**src/rtl/cpu_mem_pkg.sv**
```systemverilog
// Shared definitions for the cache-to-memory block bus.
// Holds the arbiter state encoding, the grant encoding and the bus geometry
// constants used by mem_bus_arbiter.
package cpu_mem_pkg;

  localparam int BEATS_PER_BLOCK = 4;
  localparam int BLOCK_BITS      = 128;
  localparam int WORD_BITS       = 32;
  localparam int BLOCK_ADDR_BITS = 28;

  typedef enum logic [1:0] {
    ST_IDLE = 2'd0,
    ST_XFER = 2'd1,
    ST_DONE = 2'd2
  } state_t;

  // Which cache owns (or last owned) the memory bus.
  typedef enum logic {
    GNT_I = 1'b0,
    GNT_D = 1'b1
  } gnt_t;

endpackage

```
**src/rtl/mem_bus_arbiter.sv**
```systemverilog
// mem_bus_arbiter: shares one 32-bit word memory between an instruction cache
// and a data cache that both move whole 128-bit blocks.
//
// Ports
//   CLK, RESET        clock, asynchronous active-high reset
//   I_READ/I_ADDR     instruction-cache block read request and block address
//   I_READ_DATA       fetched block (shared buffer)
//   I_BUSY_WAIT       stall to the instruction cache
//   D_READ/D_WRITE    data-cache block read / write-back request
//   D_ADDR            data-cache block address
//   D_WRITE_DATA      block to write back
//   D_READ_DATA       fetched block (shared buffer)
//   D_BUSY_WAIT       stall to the data cache
//   MEM_*             word-wide memory port, 4 beats per block
//
// A granted transfer always runs all four beats; the requester only sees the
// result in the single DONE cycle, when its busy-wait drops.
module mem_bus_arbiter
  import cpu_mem_pkg::*;
(
  input  logic                       CLK,
  input  logic                       RESET,
  input  logic                       I_READ,
  input  logic [BLOCK_ADDR_BITS-1:0] I_ADDR,
  output logic [BLOCK_BITS-1:0]      I_READ_DATA,
  output logic                       I_BUSY_WAIT,
  input  logic                       D_READ,
  input  logic                       D_WRITE,
  input  logic [BLOCK_ADDR_BITS-1:0] D_ADDR,
  input  logic [BLOCK_BITS-1:0]      D_WRITE_DATA,
  output logic [BLOCK_BITS-1:0]      D_READ_DATA,
  output logic                       D_BUSY_WAIT,
  output logic                       MEM_READ,
  output logic                       MEM_WRITE,
  output logic [31:0]                MEM_ADDR,
  output logic [WORD_BITS-1:0]       MEM_WRITE_DATA,
  input  logic [WORD_BITS-1:0]       MEM_READ_DATA,
  input  logic                       MEM_BUSY_WAIT
);

  state_t                     state_q, state_d;
  gnt_t                       gnt_q, gnt_d;
  logic                       wr_q, wr_d;
  logic [1:0]                 beat_q, beat_d;
  logic [BLOCK_ADDR_BITS-1:0] addr_q, addr_d;
  logic [BLOCK_BITS-1:0]      buf_q, buf_d;

  logic i_req, d_req, in_xfer, in_done;
  gnt_t pick;
  logic [6:0] word_lsb;

  assign i_req    = I_READ;
  assign d_req    = D_READ | D_WRITE;
  assign in_xfer  = (state_q == ST_XFER);
  assign in_done  = (state_q == ST_DONE);
  assign word_lsb = {beat_q, 5'b00000};

  // On a tie the side that was not served last wins; gnt_q keeps the
  // last-served side after the transfer ends.
  always_comb begin
    if (i_req && d_req) begin
      pick = (gnt_q == GNT_I) ? GNT_D : GNT_I;
    end else if (d_req) begin
      pick = GNT_D;
    end else begin
      pick = GNT_I;
    end
  end

  always_comb begin
    state_d = state_q;
    gnt_d   = gnt_q;
    wr_d    = wr_q;
    beat_d  = beat_q;
    addr_d  = addr_q;
    buf_d   = buf_q;
    case (state_q)
      ST_IDLE: begin
        if (i_req || d_req) begin
          state_d = ST_XFER;
          gnt_d   = pick;
          beat_d  = 2'd0;
          // A data request with both strobes high is a write-back.
          wr_d    = (pick == GNT_D) && D_WRITE;
          addr_d  = (pick == GNT_D) ? D_ADDR : I_ADDR;
        end
      end
      ST_XFER: begin
        if (!MEM_BUSY_WAIT) begin
          if (!wr_q) begin
            buf_d[word_lsb +: WORD_BITS] = MEM_READ_DATA;
          end
          beat_d = beat_q + 2'd1;
          if (beat_q == 2'(BEATS_PER_BLOCK - 1)) begin
            state_d = ST_DONE;
          end
        end
      end
      ST_DONE: begin
        state_d = ST_IDLE;
      end
      default: begin
        state_d = ST_IDLE;
      end
    endcase
  end

  always_ff @(posedge CLK or posedge RESET) begin
    if (RESET) begin
      state_q <= ST_IDLE;
      gnt_q   <= GNT_I;
      wr_q    <= 1'b0;
      beat_q  <= 2'd0;
      addr_q  <= '0;
      buf_q   <= '0;
    end else begin
      state_q <= state_d;
      gnt_q   <= gnt_d;
      wr_q    <= wr_d;
      beat_q  <= beat_d;
      addr_q  <= addr_d;
      buf_q   <= buf_d;
    end
  end

  // Memory strobes exist only in XFER; being decoded from registered state,
  // they drop the moment RESET forces the state back to IDLE.
  assign MEM_READ       = in_xfer & ~wr_q;
  assign MEM_WRITE      = in_xfer & wr_q;
  assign MEM_ADDR       = in_xfer ? {addr_q, beat_q, 2'b00} : 32'd0;
  assign MEM_WRITE_DATA = (in_xfer && wr_q) ? D_WRITE_DATA[word_lsb +: WORD_BITS]
                                            : '0;

  assign I_READ_DATA = buf_q;
  assign D_READ_DATA = buf_q;

  assign I_BUSY_WAIT = i_req & ~(in_done & (gnt_q == GNT_I));
  assign D_BUSY_WAIT = d_req & ~(in_done & (gnt_q == GNT_D));

endmodule

```
**config.mk**
```make
export PLATFORM = sky130hd
export DESIGN_NAME = mem_bus_arbiter
export DESIGN_NICKNAME = d
export VERILOG_FILES = /design/src/rtl/cpu_mem_pkg.sv /design/src/rtl/mem_bus_arbiter.sv
export SDC_FILE = /design/constraint.sdc
export NUM_CORES = 1
export LEC_CHECK = 0
export ABC_AREA = 1
export CORE_AREA = 2 2 212 214
export DETAILED_ROUTE_END_ITERATION = 8
export DIE_AREA = 0 0 214 216
export PLACE_DENSITY = 0.51
export SLEW_MARGIN = 20
export SYNTH_ARGS = -nofsm -noshare
export SYNTH_HDL_FRONTEND = slang
export SYNTH_SLANG_ARGS = --single-unit
export TNS_END_PERCENT = 1
```
**constraint.sdc**
```tcl
create_clock -name CLK -period 5.78 [get_ports CLK]
set_input_delay 1.445 -clock CLK [delete_from_list [all_inputs] [get_ports CLK]]
set_output_delay 1.445 -clock CLK [all_outputs]
set_load 0.01 [all_outputs]
```
* Word level (Yosys, flattened, before mapping)
Index checks and enable logic that the tools add are counted.
** Cells by class
- Add/sub/neg operators :: 2
- $mul :: 0
- Divide/modulo/power cells :: 0
- $lt $le $gt $ge :: 0
- Equal/unequal tests :: 6
- Shift-type cells :: 3
- Multiplexer cells :: 14
- Bitwise operators :: 12
- Reductions and logical operators :: 10
** Operator list (number)
- 128-bit bitwise mux :: 1
- 32-bit by 9-bit variable shift with 128-bit output, first input constant :: 1
- 128-bit by 8-bit variable part select with 32-bit output :: 1
- 32-bit by 9-bit variable part select with 128-bit output :: 1
- 32-bit 2-to-1 mux :: 2
- 28-bit 2-to-1 mux :: 1
- 2-bit 2-to-1 mux :: 5
- 7-bit negation with 9-bit output :: 1
- 3-bit AND reduction :: 3
- 2-bit one-hot mux with 2 select lines :: 2
- 1-bit bitwise AND :: 6
- 1-bit inverter :: 5
- 2-bit equality test, second input constant :: 2
- 2-bit inequality test, second input constant :: 2
- 1-bit logical AND :: 3
- 1-bit 2-to-1 mux :: 3
- 2-bit by 1-bit adder with 2-bit output, second input constant :: 1
- 2-bit by 1-bit equality test with 1-bit output, second input constant :: 1
- 2-bit zero test :: 1
- 2-bit by 1-bit inequality test with 1-bit output, second input constant :: 1
- 2-bit AND reduction :: 1
- 2-bit nonzero test :: 1
- 1-bit logical OR :: 1
- 1-bit OR :: 1
** Storage, ports and cells
- Register bits after elaboration :: 162
- Bits in latches :: 0
- RAM bits :: 0
- ROM bits :: 0
- Input port bits :: 222
- Output and inout bits :: 324
- Logic and storage cells :: 53
- Memories kept :: 0

* Longest topological paths before layout
Gate-level depths: netlist (run 1).
- Depth in word-level cells :: 4
- Depth in mapped cells :: 12
- Depth with buffers taken out :: 8

* Worst setup path after synthesis (run 1)
Ideal clock, no wire load.
- Path kind :: input -> output
- Start point :: input D_WRITE
- End point :: output D_BUSY_WAIT
- Arrival time :: 2035 ps
- Required time :: 4335 ps
- Slack :: 2300 ps
- Cell stages on the path :: 5
- Path buffers :: 1
- Cell sequence :: inv_1 > nand2_1 > clkbuf_1 > o31ai_1 > inv_1
** On the way
- Word-level cells in the longest chain between the ends :: 2
** Ends and longest elaborated chain
- start, declared :: RTL line mem_bus_arbiter.sv:28 : input logic D_WRITE,
- 1-bit OR :: RTL line mem_bus_arbiter.sv:53 : assign d_req = D_READ | D_WRITE;
- 1-bit bitwise AND :: RTL line mem_bus_arbiter.sv:138 : assign D_BUSY_WAIT = d_req & ~(in_done & (gnt_q == GNT_D));
- end, declared :: RTL line mem_bus_arbiter.sv:32 : output logic D_BUSY_WAIT,
Every way passes these cells.

* Worst setup path after layout (run 1)
- Start point :: register beat_q[0]
- End point :: output MEM_WRITE_DATA[11]
** On the way
- Word-level cells in the longest chain between the ends :: 2
** Ends and longest elaborated chain
- start, declared :: RTL line mem_bus_arbiter.sv:44 : logic [1:0] beat_q, beat_d;
- start signal, assigned :: RTL line mem_bus_arbiter.sv:120 : beat_q <= beat_d;
- 128-bit by 8-bit variable part select with 32-bit output :: RTL line mem_bus_arbiter.sv:131 : assign MEM_WRITE_DATA = (in_xfer && wr_q) ? D_WRITE_DATA[word_lsb +: WORD_BITS]
- 32-bit 2-to-1 mux :: RTL line mem_bus_arbiter.sv:131
- end, declared :: RTL line mem_bus_arbiter.sv:36 : output logic [WORD_BITS-1:0] MEM_WRITE_DATA,
Every way passes these cells.

==> results by group, run 1 <==
Run status
  – Status: complete, no violations

Min path
  – Hold Crit Class: reg -> reg

Synthesis
  – Post-synthesis cell type count: 23
  – Yosys reg bits: 162
  – Syn_area_per_cell: 6.66 um2
  – FFs w/ async S/R, synth: 100%
  – Mapped Area: 0.0103 mm2
  – Synthesized instance count: 1543
  – Post-synth EDFFs: 0
  – Seq/Total Area, Yosys: 39.4%
  – Yosys Warn Count: 0
  – Main synth FF type: dfrtp_1

Clock tree
  – Post-CTS setup repair buffer count: 0
  – CTS Sinks: 162
  – H-tree Lvls: 4
  – Max Root-Sink Buffers: 2
  – Clock Tree Root: clkbuf_16
  – # hold bufs at CTS: 0
  – Gates resized, CTS repair: 0
  – CTS Buf Count: 17
  – TritonCTS clock tree: done
  – Reg clk slew, reported paths: 0.07 ns
  – Clk_lat worst skew: 0.45 ns

Global route
  – Total track usage: 18.1%
  – Initial antenna violation count: 0
  – GR Overflow Total: 0
  – First-pass GRT wire length: 64200 um
  – Largest net degree at the start of global routing: 94
  – Vias in the first global route: 10345

Placed design
  – GP Congestion: 0.965
  – I/O Buffers: 543
  – Final HPWL DP: 30800 um

Finish
  – Share of layout cells above drive strength 1: 3.39%
  – Syn-to-layout area delta: 53.8%
  – End-of-flow core utilization: 36.1%
  – Nets: 2131
  – N_diodes: 0
  – Register area: 0.00406 mm2
  – Multi-input combinational cell area: 0.00437 mm2
  – Fillers: 4682

Routing
  – Vias per Instance: 4.19
  – Routed len/inst: 17.1 um
  – DR DRC count: 0
  – Routed wire length: 42900 um
  – Detailed Route Iter0 Violations: 540
  – DRT Pass-1 Iters: 5
  – Vias post-DR: 10521
  – Antenna Nets Post-Route: 0

Setup path
  – Worst path buffer plus inverter count: 3
  – Crit path top cell by count: nand2_1
  – CP Max Fanout: 45
  – Critical path class: reg -> out
  – CP max stage cell: dfrtp_4
  – Critical Path AT: 3.27 ns
  – Critical path's top delay family: buffers and inverters
  – Reg2reg setup slack: 2.64 ns
  – Slowest stage delay, CP: 0.67 ns
  – CP Data Required Time: 4.34 ns
  – Worst-path cell chain: inv_2 > buf_4 > nand2_1 > nand2_1 > nand2_1 > a21oi_1 > clkdlybuf4s50_1
  – Setup crit end kind: primary output
  – Crit path launch type: flip-flop

Floorplanning
  – Row count: 77
  – Width of the die: 214 um
  – Die height: 216 um
  – Initial Utilization: 23.5%
  – Core ar.: 0.0438 mm2
  – Die ar.: 0.0462 mm2
  – I/O pin count: 546

Pwr
  – VDD IR max: 339 uV
  – Pwr dens: 461 mW/mm2
  – Leakage: 7.55 nW
  – Pwr Total: 7.29 mW

Timing
  – Worst-Margin Slew: 1.04 ns
  – # setup viols final: 0
  – Rel. slew slack: 30.4%
  – Setup Skew: 0.00690 ns
  – Maximum clock rate: 212 MHz
  – Tcrit/Tclk final: 81.6%
  – Final Max Slew Viols: 0
  – Final hold vios: 0
  – RSZ-0062 raised after global routing: no
  – Crit path time final: 4.71 ns
  – Sum of negative setup slack: 0 ns

Run
  – Max cap viols: 0
[through the flow]
| step | setup WS, ns | std cells | hold slack (ns) | area [um2] |
|---|---|---|---|---|
| global route | 0.797 | 2508 | 0.503 | 15800 |
| floorplan | 2.28 | 1544 | 0.449 | 10300 |
| global placement | 1.28 | 2474 | 0.464 | 15100 |
| CTS | 0.979 | 2506 | 0.484 | 15800 |
| detailed placement | 1.30 | 2474 | 0.466 | 15100 |
| finish | 1.07 | 2508 | 0.477 | 15800 |
[worst reg2reg max path: stages, from the launching register on]
cell	delay, ns
dfrtp_4	0.67
inv_2	0.66
ha_1	0.31
nand4_1	0.69
buf_4	0.54
nand2_1	0.12
nand2_1	0.06
[cells in the final DEF, fill, tap and decap left out]
cell type,synthesis,routed
dfrtp_4,0,1
nand3_4,1,1
nor2_1,228,228
or2_2,1,1
inv_1,109,105
clkbuf_1,25,1
o21ai_0,34,34
bufinv_16,0,3
dfrtp_1,162,161
clkbuf_16,0,17
inv_2,1,4
clkbuf_8,0,1
nand2_1,641,640
nand3_2,0,1
a21oi_1,33,32
clkdlybuf4s50_1,0,543
clkinv_2,0,2
nand2_2,0,1
buf_12,0,2
nor2_4,5,5
clkinv_4,0,3
nand3_1,64,63
a31oi_1,1,1
ha_1,6,6
conb_1,1,2
o31ai_1,1,1
inv_6,0,2
buf_4,137,14
clkinvlp_4,0,2
o21ai_2,0,1
a21oi_4,0,1
buf_16,0,1
nand4_1,6,6
inv_8,0,2
nand3b_1,28,28
[final timing paths]
path	start	endpoint	depth (start not counted)
max	beat_q[0]	MEM_WRITE_DATA[11]	7
min in group asynchronous	RESET	addr_q[19]	2
min	addr_q[22]	addr_q[22]	2
max reg2reg	beat_q[0]	D_READ_DATA[10]	6
min reg2reg	addr_q[22]	addr_q[22]	2
max in group asynchronous	RESET	D_READ_DATA[35]	4
[logic make-up (layout without fill, tap and decap cells)]
family                     Yosys count  in the layout  synth area share, %
AOI/OAI and AO/OA                   70             70                 3.44
adders and majority gates            6              6                0.730
buffers and inverters              330            702                 18.3
DFF                                162            162                 39.4
other                                1              2               0.0365
and+or+nand+nor                    974            974                 38.0
[synth_stat cells, types with 12 or more instances]
cell type / instances / area (um2)
o21ai_0: 34 / 170
nand2_1: 641 / 2410
buf_1: 13 / 48.8
buf_2: 33 / 165
buf_6: 12 / 135
buf_4: 137 / 1030
clkbuf_1: 25 / 93.8
a21oi_1: 33 / 165
nor2_1: 228 / 856
nand3_1: 64 / 320
inv_1: 109 / 409
nand3b_1: 28 / 210
dfrtp_1: 162 / 4050
[metal layers]
layer	part of all wire [%]	vias to the layer above	wire (um)	track usage (%)
met2	49	400	20900	31.4
met5	0	-	0	0
met3	6.1	46	2600	4.03
li1	-	5243	-	-
met4	1.9	0	829	5.03
met1	43	4832	18600	22.6
[flip-flops by register name (all words and copies together) (netlist names)]
signal / cells
addr_q: 28
beat_q: 2
gnt_q: 1
wr_q: 1
state_q: 2
D_READ_DATA: 128
[power by group]
group / total, mW / internal, mW / switching [mW]
sequential: 1.93 / 1.53 / 0.405
combinational: 4.14 / 1.89 / 2.25
clock: 1.22 / 0.701 / 0.522
[area by class of cell]
cell class / count / share of cell area (%)
Timing Repair Buffer: 560 / 35.5
Inverter: 110 / 2.64
Clock buffer: 19 / 2.80
Multi-Input combinational cell: 1052 / 27.6
Sequential cell: 162 / 25.7
Clock inverter: 13 / 1.10
Tap cell: 592 / 4.69
Power figures use the tool's default switching activity.
==> inputs of run 2 (changes only) <==
--- a/config.mk
+++ b/config.mk
@@ -9,7 +9,7 @@
 export CORE_AREA = 2 2 212 214
 export DETAILED_ROUTE_END_ITERATION = 8
 export DIE_AREA = 0 0 214 216
-export PLACE_DENSITY = 0.51
+export PLACE_DENSITY = 0.5
 export SLEW_MARGIN = 20
 export SYNTH_ARGS = -nofsm -noshare
 export SYNTH_HDL_FRONTEND = slang
==> constraint.sdc (replaced) <==
create_clock -name CLK -period 4.4 [get_ports CLK]
set_input_delay 1.1 -clock CLK [delete_from_list [all_inputs] [get_ports CLK]]
set_output_delay 1.1 -clock CLK [all_outputs]
set_load 0.01 [all_outputs]
==> results by group, run 2 (synthesis gave the netlist of run 1 again) <==
Clock tree
  – Post-CTS setup repair buffer count: 0 (unchanged)
  – CTS Sinks: 162 (unchanged)
  – Clk_lat worst skew: 0.43 ns (was 0.45 ns)
  – Reg clk slew, reported paths: 0.06 ns (was 0.07 ns)
  – Max Root-Sink Buffers: 2 (unchanged)
  – CTS Buf Count: 17 (unchanged)
  – TritonCTS clock tree: done (unchanged)
  – H-tree Lvls: 4 (unchanged)
  – Clock Tree Root: clkbuf_16 (unchanged)

Finish
  – Final Non-Filler Cells: 2519 (was 2508)
  – Commonest cells after routing, fill and taps aside: 640 x nand2_1, 543 x clkdlybuf4s50_1, 228 x nor2_1 (unchanged)
  – Share of layout cells above drive strength 1: 3.79% (was 3.39%)
  – Nets: 2141 (was 2131)
  – Max reg flops: 128 (unchanged)
  – Syn-to-layout area delta: 54.0% (was 53.8%)
  – Commonest non-fill, non-tap cell in the layout: nand2_1 (unchanged)
  – Fillers: 4701 (was 4682)
  – End-of-flow core utilization: 36.1% (about the same)

Placed design
  – GP Congestion: 0.939 (was 0.965)
  – I/O Buffers: 543 (unchanged)
  – Placed Cells: 2486 (was 2474)
  – Final HPWL DP: 32600 um (was 30800 um)

Setup path
  – Crit path launch type: primary input (was flip-flop)
  – Worst-path cell chain: clkdlybuf4s50_1 > nor2_1 > nor2_1 > o21ai_0 > a21oi_1 > clkdlybuf4s50_1 (was inv_2 > buf_4 > nand2_1 > nand2_1 > nand2_1 > a21oi_1 > clkdlybuf4s50_1)
  – Slowest stage delay, CP: 0.62 ns (was 0.67 ns)
  – Setup crit end kind: primary output (unchanged)
  – Reg2Reg Depth: 9 (was 6)
  – Critical Path AT: 2.87 ns (was 3.27 ns)
  – CP Data Required Time: 3.30 ns (was 4.34 ns)
  – CP max stage cell: clkdlybuf4s50_1 (was dfrtp_4)
  – CP Max Fanout: 1 (was 45)
  – Critical path class: in -> out (was reg -> out)

Pwr
  – Leakage: 7.58 nW (was 7.55 nW)
  – VDD IR max: 341 uV (was 339 uV)
  – Pwr dens: 604 mW/mm2 (was 461 mW/mm2)
  – Pwr Total: 9.57 mW (was 7.29 mW)

Timing
  – Setup Skew: 0.00734 ns (was 0.00690 ns)
  – Tcrit/Tclk final: 90.1%
  – Final hold vios: 0 (unchanged)
  – Rel. slew slack: 33.1% (was 30.4%)
  – RSZ-0062 raised after global routing: no (unchanged)
  – Final Max Slew Viols: 0 (unchanged)
  – Worst-Margin Slew: 1.00 ns (was 1.04 ns)
  – Maximum clock rate: 252 MHz
  – Sum of negative setup slack: 0 ns (unchanged)
  – Crit path time final: 3.97 ns
  – # setup viols final: 0 (unchanged)

Routing
  – Routed wire length: 44200 um (was 42900 um)
  – Detailed Route Iter0 Violations: 682 (was 540)
  – DR DRC count: 0 (unchanged)
  – DRT Pass-1 Iters: 5 (unchanged)
  – Vias per Instance: 4.21 (was 4.19)
  – Antenna Nets Post-Route: 0 (unchanged)
  – Vias post-DR: 10609 (was 10521)
  – Routed len/inst: 17.5 um (was 17.1 um)

Global route
  – Total track usage: 18.7% (was 18.1%)
  – GR Overflow Total: 0 (unchanged)
  – Vias in the first global route: 10465 (was 10345)
  – Largest net degree at the start of global routing: 69 (was 94)
  – Initial antenna violation count: 1 (was 0)
  – First-pass GRT wire length: 66100 um (was 64200 um)

Floorplanning
  – Core ar.: 0.0438 mm2 (unchanged)
  – Die height: 216 um (unchanged)
  – Row count: 77 (unchanged)
  – Die ar.: 0.0462 mm2 (unchanged)
  – I/O pin count: 546 (unchanged)
  – Width of the die: 214 um (unchanged)
  – Initial Utilization: 23.5% (unchanged)

Run
  – Max cap viols: 0 (unchanged)

Run status
  – Status: complete, no violations (unchanged)

Min path
  – Hold Crit Class: reg -> reg (unchanged)
  – Hold Crit Depth: 2 (unchanged)
## run 2: final timing paths
kind	start	end	slack [ns]
min in group asynchronous	RESET	D_READ_DATA[92]	1.10
max in group asynchronous	RESET	D_READ_DATA[0]	2.51
hold / removal	addr_q[21]	addr_q[21]	0.48
setup reg to reg	beat_q[0]	D_READ_DATA[66]	1.59
setup / recovery	D_WRITE_DATA[90]	MEM_WRITE_DATA[26]	0.43
hold reg to reg	addr_q[21]	addr_q[21]	0.48
## run 2: worst max-delay path, delay by kind of cell
family / cells / cell delay (ns)
AOI/OAI and AO/OA: 2 / 0.47
buffers and inverters: 2 / 1.08
and+or+nand+nor: 2 / 0.22
## run 2: stage by stage
step                      worst slack, ns  area [um2]  hold slack [ns]
after floorplan                      1.24       10300            0.449
after global placement              0.441       15200            0.463
after global routing                0.320       15800            0.505
after CTS                           0.457       15800            0.485
final                               0.435       15800            0.481
after detailed placement            0.490       15200            0.465
## run 2: layer usage
layer  up-vias  wire length (um)  track usage [%]
li1       5274                 -                -
met1      4897             19000             23.9
met2       398             21500             32.0
met3        40              2880             3.81
met4         0               797             5.06
met5         -                 0                0
## run 2: layout make-up
type,count,area (um2),area share (%)
Timing Repair Buffer,570,5660,35.8
Multi-Input combinational cell,1052,4360,27.5
Sequential cell,162,4060,25.6
Tap cell,592,741,4.68
Clock buffer,22,464,2.93
Inverter,110,419,2.65
Clock inverter,10,125,0.790
Antenna cell,1,2.50,0.0158
## run 2: repair_timing
item,CTS,global route
setup endpoints to repair,0,6
hold endpoints to repair,0,0
hold buffers,0,0
gates resized for setup,0,1
## run 2: where the power goes
part	switching (mW)	internal (mW)	total (mW)
logic	2.99	2.51	5.50
clock network	0.647	0.874	1.52
registers	0.547	2.00	2.55
==> inputs of run 3 (changes only) <==
--- a/config.mk
+++ b/config.mk
@@ -6,10 +6,11 @@
 export NUM_CORES = 1
 export LEC_CHECK = 0
 export ABC_AREA = 1
-export CORE_AREA = 2 2 212 214
+export CORE_AREA = 5 5 209 211
 export DETAILED_ROUTE_END_ITERATION = 8
 export DIE_AREA = 0 0 214 216
-export PLACE_DENSITY = 0.5
+export PLACE_DENSITY = 0.52
+export REMOVE_ABC_BUFFERS = 1
 export SLEW_MARGIN = 20
 export SYNTH_ARGS = -nofsm -noshare
 export SYNTH_HDL_FRONTEND = slang
==> results by group, run 3 (synthesis gave the netlist of run 1 again) <==
Timing
  – Maximum clock rate: 247 MHz (was 252 MHz)
  – Crit path time final: 4.05 ns (was 3.97 ns)
  – RSZ-0062 raised after global routing: no (unchanged)
  – # setup viols final: 0 (unchanged)
  – Rel. slew slack: 33.1% (about the same)
  – Final hold vios: 0 (unchanged)
  – Tcrit/Tclk final: 92.1% (was 90.1%)
  – Sum of negative setup slack: 0 ns (unchanged)
  – Final Max Slew Viols: 0 (unchanged)
  – Setup Skew: 0.0128 ns (was 0.00734 ns)
  – Worst-Margin Slew: 1.00 ns (about the same)

Routing
  – Vias per Instance: 4.26 (was 4.21)
  – DRT Pass-1 Iters: 4 (was 5)
  – Routed len/inst: 18.2 um (was 17.5 um)
  – Antenna Nets Post-Route: 0 (unchanged)
  – Vias post-DR: 10502 (was 10609)
  – Detailed Route Iter0 Violations: 576 (was 682)
  – Routed wire length: 44800 um (was 44200 um)
  – DR DRC count: 0 (unchanged)

Clock tree
  – Gates resized, CTS repair: 0 (unchanged)
  – TritonCTS clock tree: done (unchanged)
  – Max Root-Sink Buffers: 2 (unchanged)
  – H-tree Lvls: 4 (unchanged)
  – Post-CTS setup repair buffer count: 0 (unchanged)
  – Clk_lat worst skew: 0.43 ns (about the same)
  – CTS Buf Count: 17 (unchanged)
  – Reg clk slew, reported paths: 0.07 ns (was 0.06 ns)
  – Clock Tree Root: clkbuf_16 (unchanged)
  – CTS Sinks: 162 (unchanged)
  – # hold bufs at CTS: 0 (unchanged)

Global route
  – Initial antenna violation count: 2 (was 1)
  – Largest net degree at the start of global routing: 76 (was 69)
  – GR Overflow Total: 0 (unchanged)
  – Total track usage: 18.7% (about the same)
  – Vias in the first global route: 10503 (was 10465)
  – First-pass GRT wire length: 67300 um (was 66100 um)

Floorplanning
  – Die height: 216 um (unchanged)
  – Row count: 75 (was 77)
  – Width of the die: 214 um (unchanged)
  – Die ar.: 0.0462 mm2 (unchanged)
  – Core ar.: 0.0416 mm2 (was 0.0438 mm2)
  – Initial Utilization: 24.7% (was 23.5%)
  – I/O pin count: 546 (unchanged)

Setup path
  – CP max stage cell: clkinv_1 (was clkdlybuf4s50_1)
  – Crit path launch type: flip-flop (was primary input)
  – Reg2reg start: beat_q[0] (unchanged)
  – Reg2reg setup slack: 1.32 ns (was 1.59 ns)
  – Critical path class: reg -> out (was in -> out)
  – Critical R2R Capture: D_READ_DATA[41] (was D_READ_DATA[66])
  – Worst-path cell chain: inv_2 > nor2_4 > clkinv_1 > nor2_1 > clkdlybuf4s50_1 (was clkdlybuf4s50_1 > nor2_1 > nor2_1 > o21ai_0 > a21oi_1 > clkdlybuf4s50_1)
  – Slowest stage delay, CP: 0.80 ns (was 0.62 ns)
  – CP Data Required Time: 3.30 ns (about the same)
  – CP Max Fanout: 31 (was 1)
  – Setup crit end kind: primary output (unchanged)
  – Critical Path AT: 2.95 ns (was 2.87 ns)
  – Reg2Reg Depth: 8 (was 9)

Finish
  – Share of layout cells above drive strength 1: 3.64% (was 3.79%)
  – Final Cell Area: 0.0158 mm2 (about the same)
  – Max reg flops: 128 (unchanged)
  – Nets: 2137 (was 2141)
  – Commonest non-fill, non-tap cell in the layout: nand2_1 (unchanged)
  – Syn-to-layout area delta: 53.5% (was 54.0%)
  – Commonest cells after routing, fill and taps aside: 641 x nand2_1, 543 x clkdlybuf4s50_1, 228 x nor2_1 (was 640 x nand2_1, 543 x clkdlybuf4s50_1, 228 x nor2_1)

Pwr
  – Comb pwr share: 57.8% (was 57.4%)
  – Switch share: 44.0% (was 43.7%)
  – Pwr dens: 610 mW/mm2 (was 604 mW/mm2)
  – Internal power: 5.39 mW (about the same)
  – Clock Power Share: 16.3% (was 15.9%)
  – Seq pwr share: 25.9% (was 26.7%)
  – VDD IR max: 371 uV (was 341 uV)
  – Leakage: 7.58 nW (about the same)
  – Psw: 4.23 mW (was 4.18 mW)

Min path
  – Hold Crit Depth: 2 (unchanged)
  – Worst min-delay path endpoint: addr_q[9] (was addr_q[21])
  – Hold Crit Class: reg -> reg (unchanged)
  – Hold Startpoint: addr_q[9] (was addr_q[21])

Run status
  – Status: complete, no violations (unchanged)

Placed design
  – Dpl cell area: 0.0152 mm2 (about the same)
  – Final HPWL DP: 33000 um (was 32600 um)
  – GP Congestion: 0.886 (was 0.939)
  – I/O Buffers: 543 (unchanged)

Run
  – Max cap viols: 0 (unchanged)
[run 3: changes by cell type in the layout (fill, tap and decap cells not counted), sizes merged]
cell / delta
clkinvlp: -1
clkbuf: -3
inv: +6
clkinv: -2
buf: -4
diode: +1
[run 3: how the worst max path moves through the flow]
stage / startpoint / endpoint
3_3_place_gp: D_WRITE_DATA[88] / MEM_WRITE_DATA[24]
5_1_grt: state_q[0] / MEM_ADDR[29]
6_report: state_q[0] / MEM_ADDR[5]
4_1_cts: beat_q[0] / MEM_WRITE_DATA[24]
2_1_floorplan: RESET / D_READ_DATA[0]
3_5_place_dp: D_WRITE_DATA[88] / MEM_WRITE_DATA[24]
[run 3: worst max-delay path, delay by kind of cell (launching register included)]
kind	cells	cell delay (ns)
buffers and inverters	3	1.47
flip-flops	1	0.44
AND/OR/NAND/NOR	2	0.59
[run 3: power by group through the flow]
stage / sequential [mW] / clock (mW) / combinational (mW)
final: 2.49 / 1.57 / 5.56
after detailed placement: 2.53 / 0 / 5.64
after global routing: 2.58 / 1.68 / 6.07
after global placement: 2.52 / 0 / 5.64
after CTS: 2.51 / 1.62 / 5.67
after floorplan: 2.80 / 0 / 1.96
[run 3: cell type report]
type | instances | area [um2]
diodes | 2 | 5.00
clock buffers | 19 | 443
clock inverters | 13 | 163
fillers | 4422 | 25800
inverters | 110 | 418
multi-input cells | 1052 | 4360
flip-flops and latches | 162 | 4060
well taps | 539 | 674
repair buffers | 566 | 5660
[run 3: routing by layer]
metal | vias to the layer above | global-route usage, % | part of all wire [%]
met5 | - | 0 | 0
met3 | 33 | 4.25 | 5.4
met1 | 4862 | 23.6 | 43
met2 | 347 | 33.1 | 50
met4 | 0 | 3.99 | 1.5
li1 | 5260 | - | -
[run 3: per-stage QoR]
step                setup WS (ns)  hold WS [ns]  power, mW  std cells  utilization, %
CTS                         0.563         0.484       9.80       2461            37.9
detailed placement          0.659         0.466       8.18       2429            36.5
global placement            0.639         0.463       8.15       2429            36.5
floorplan                   -1.08         0.449       4.76       1324               -
finish                      0.349         0.478       9.63       2463            38.0
global route               0.0909         0.499       10.3       2463            38.0
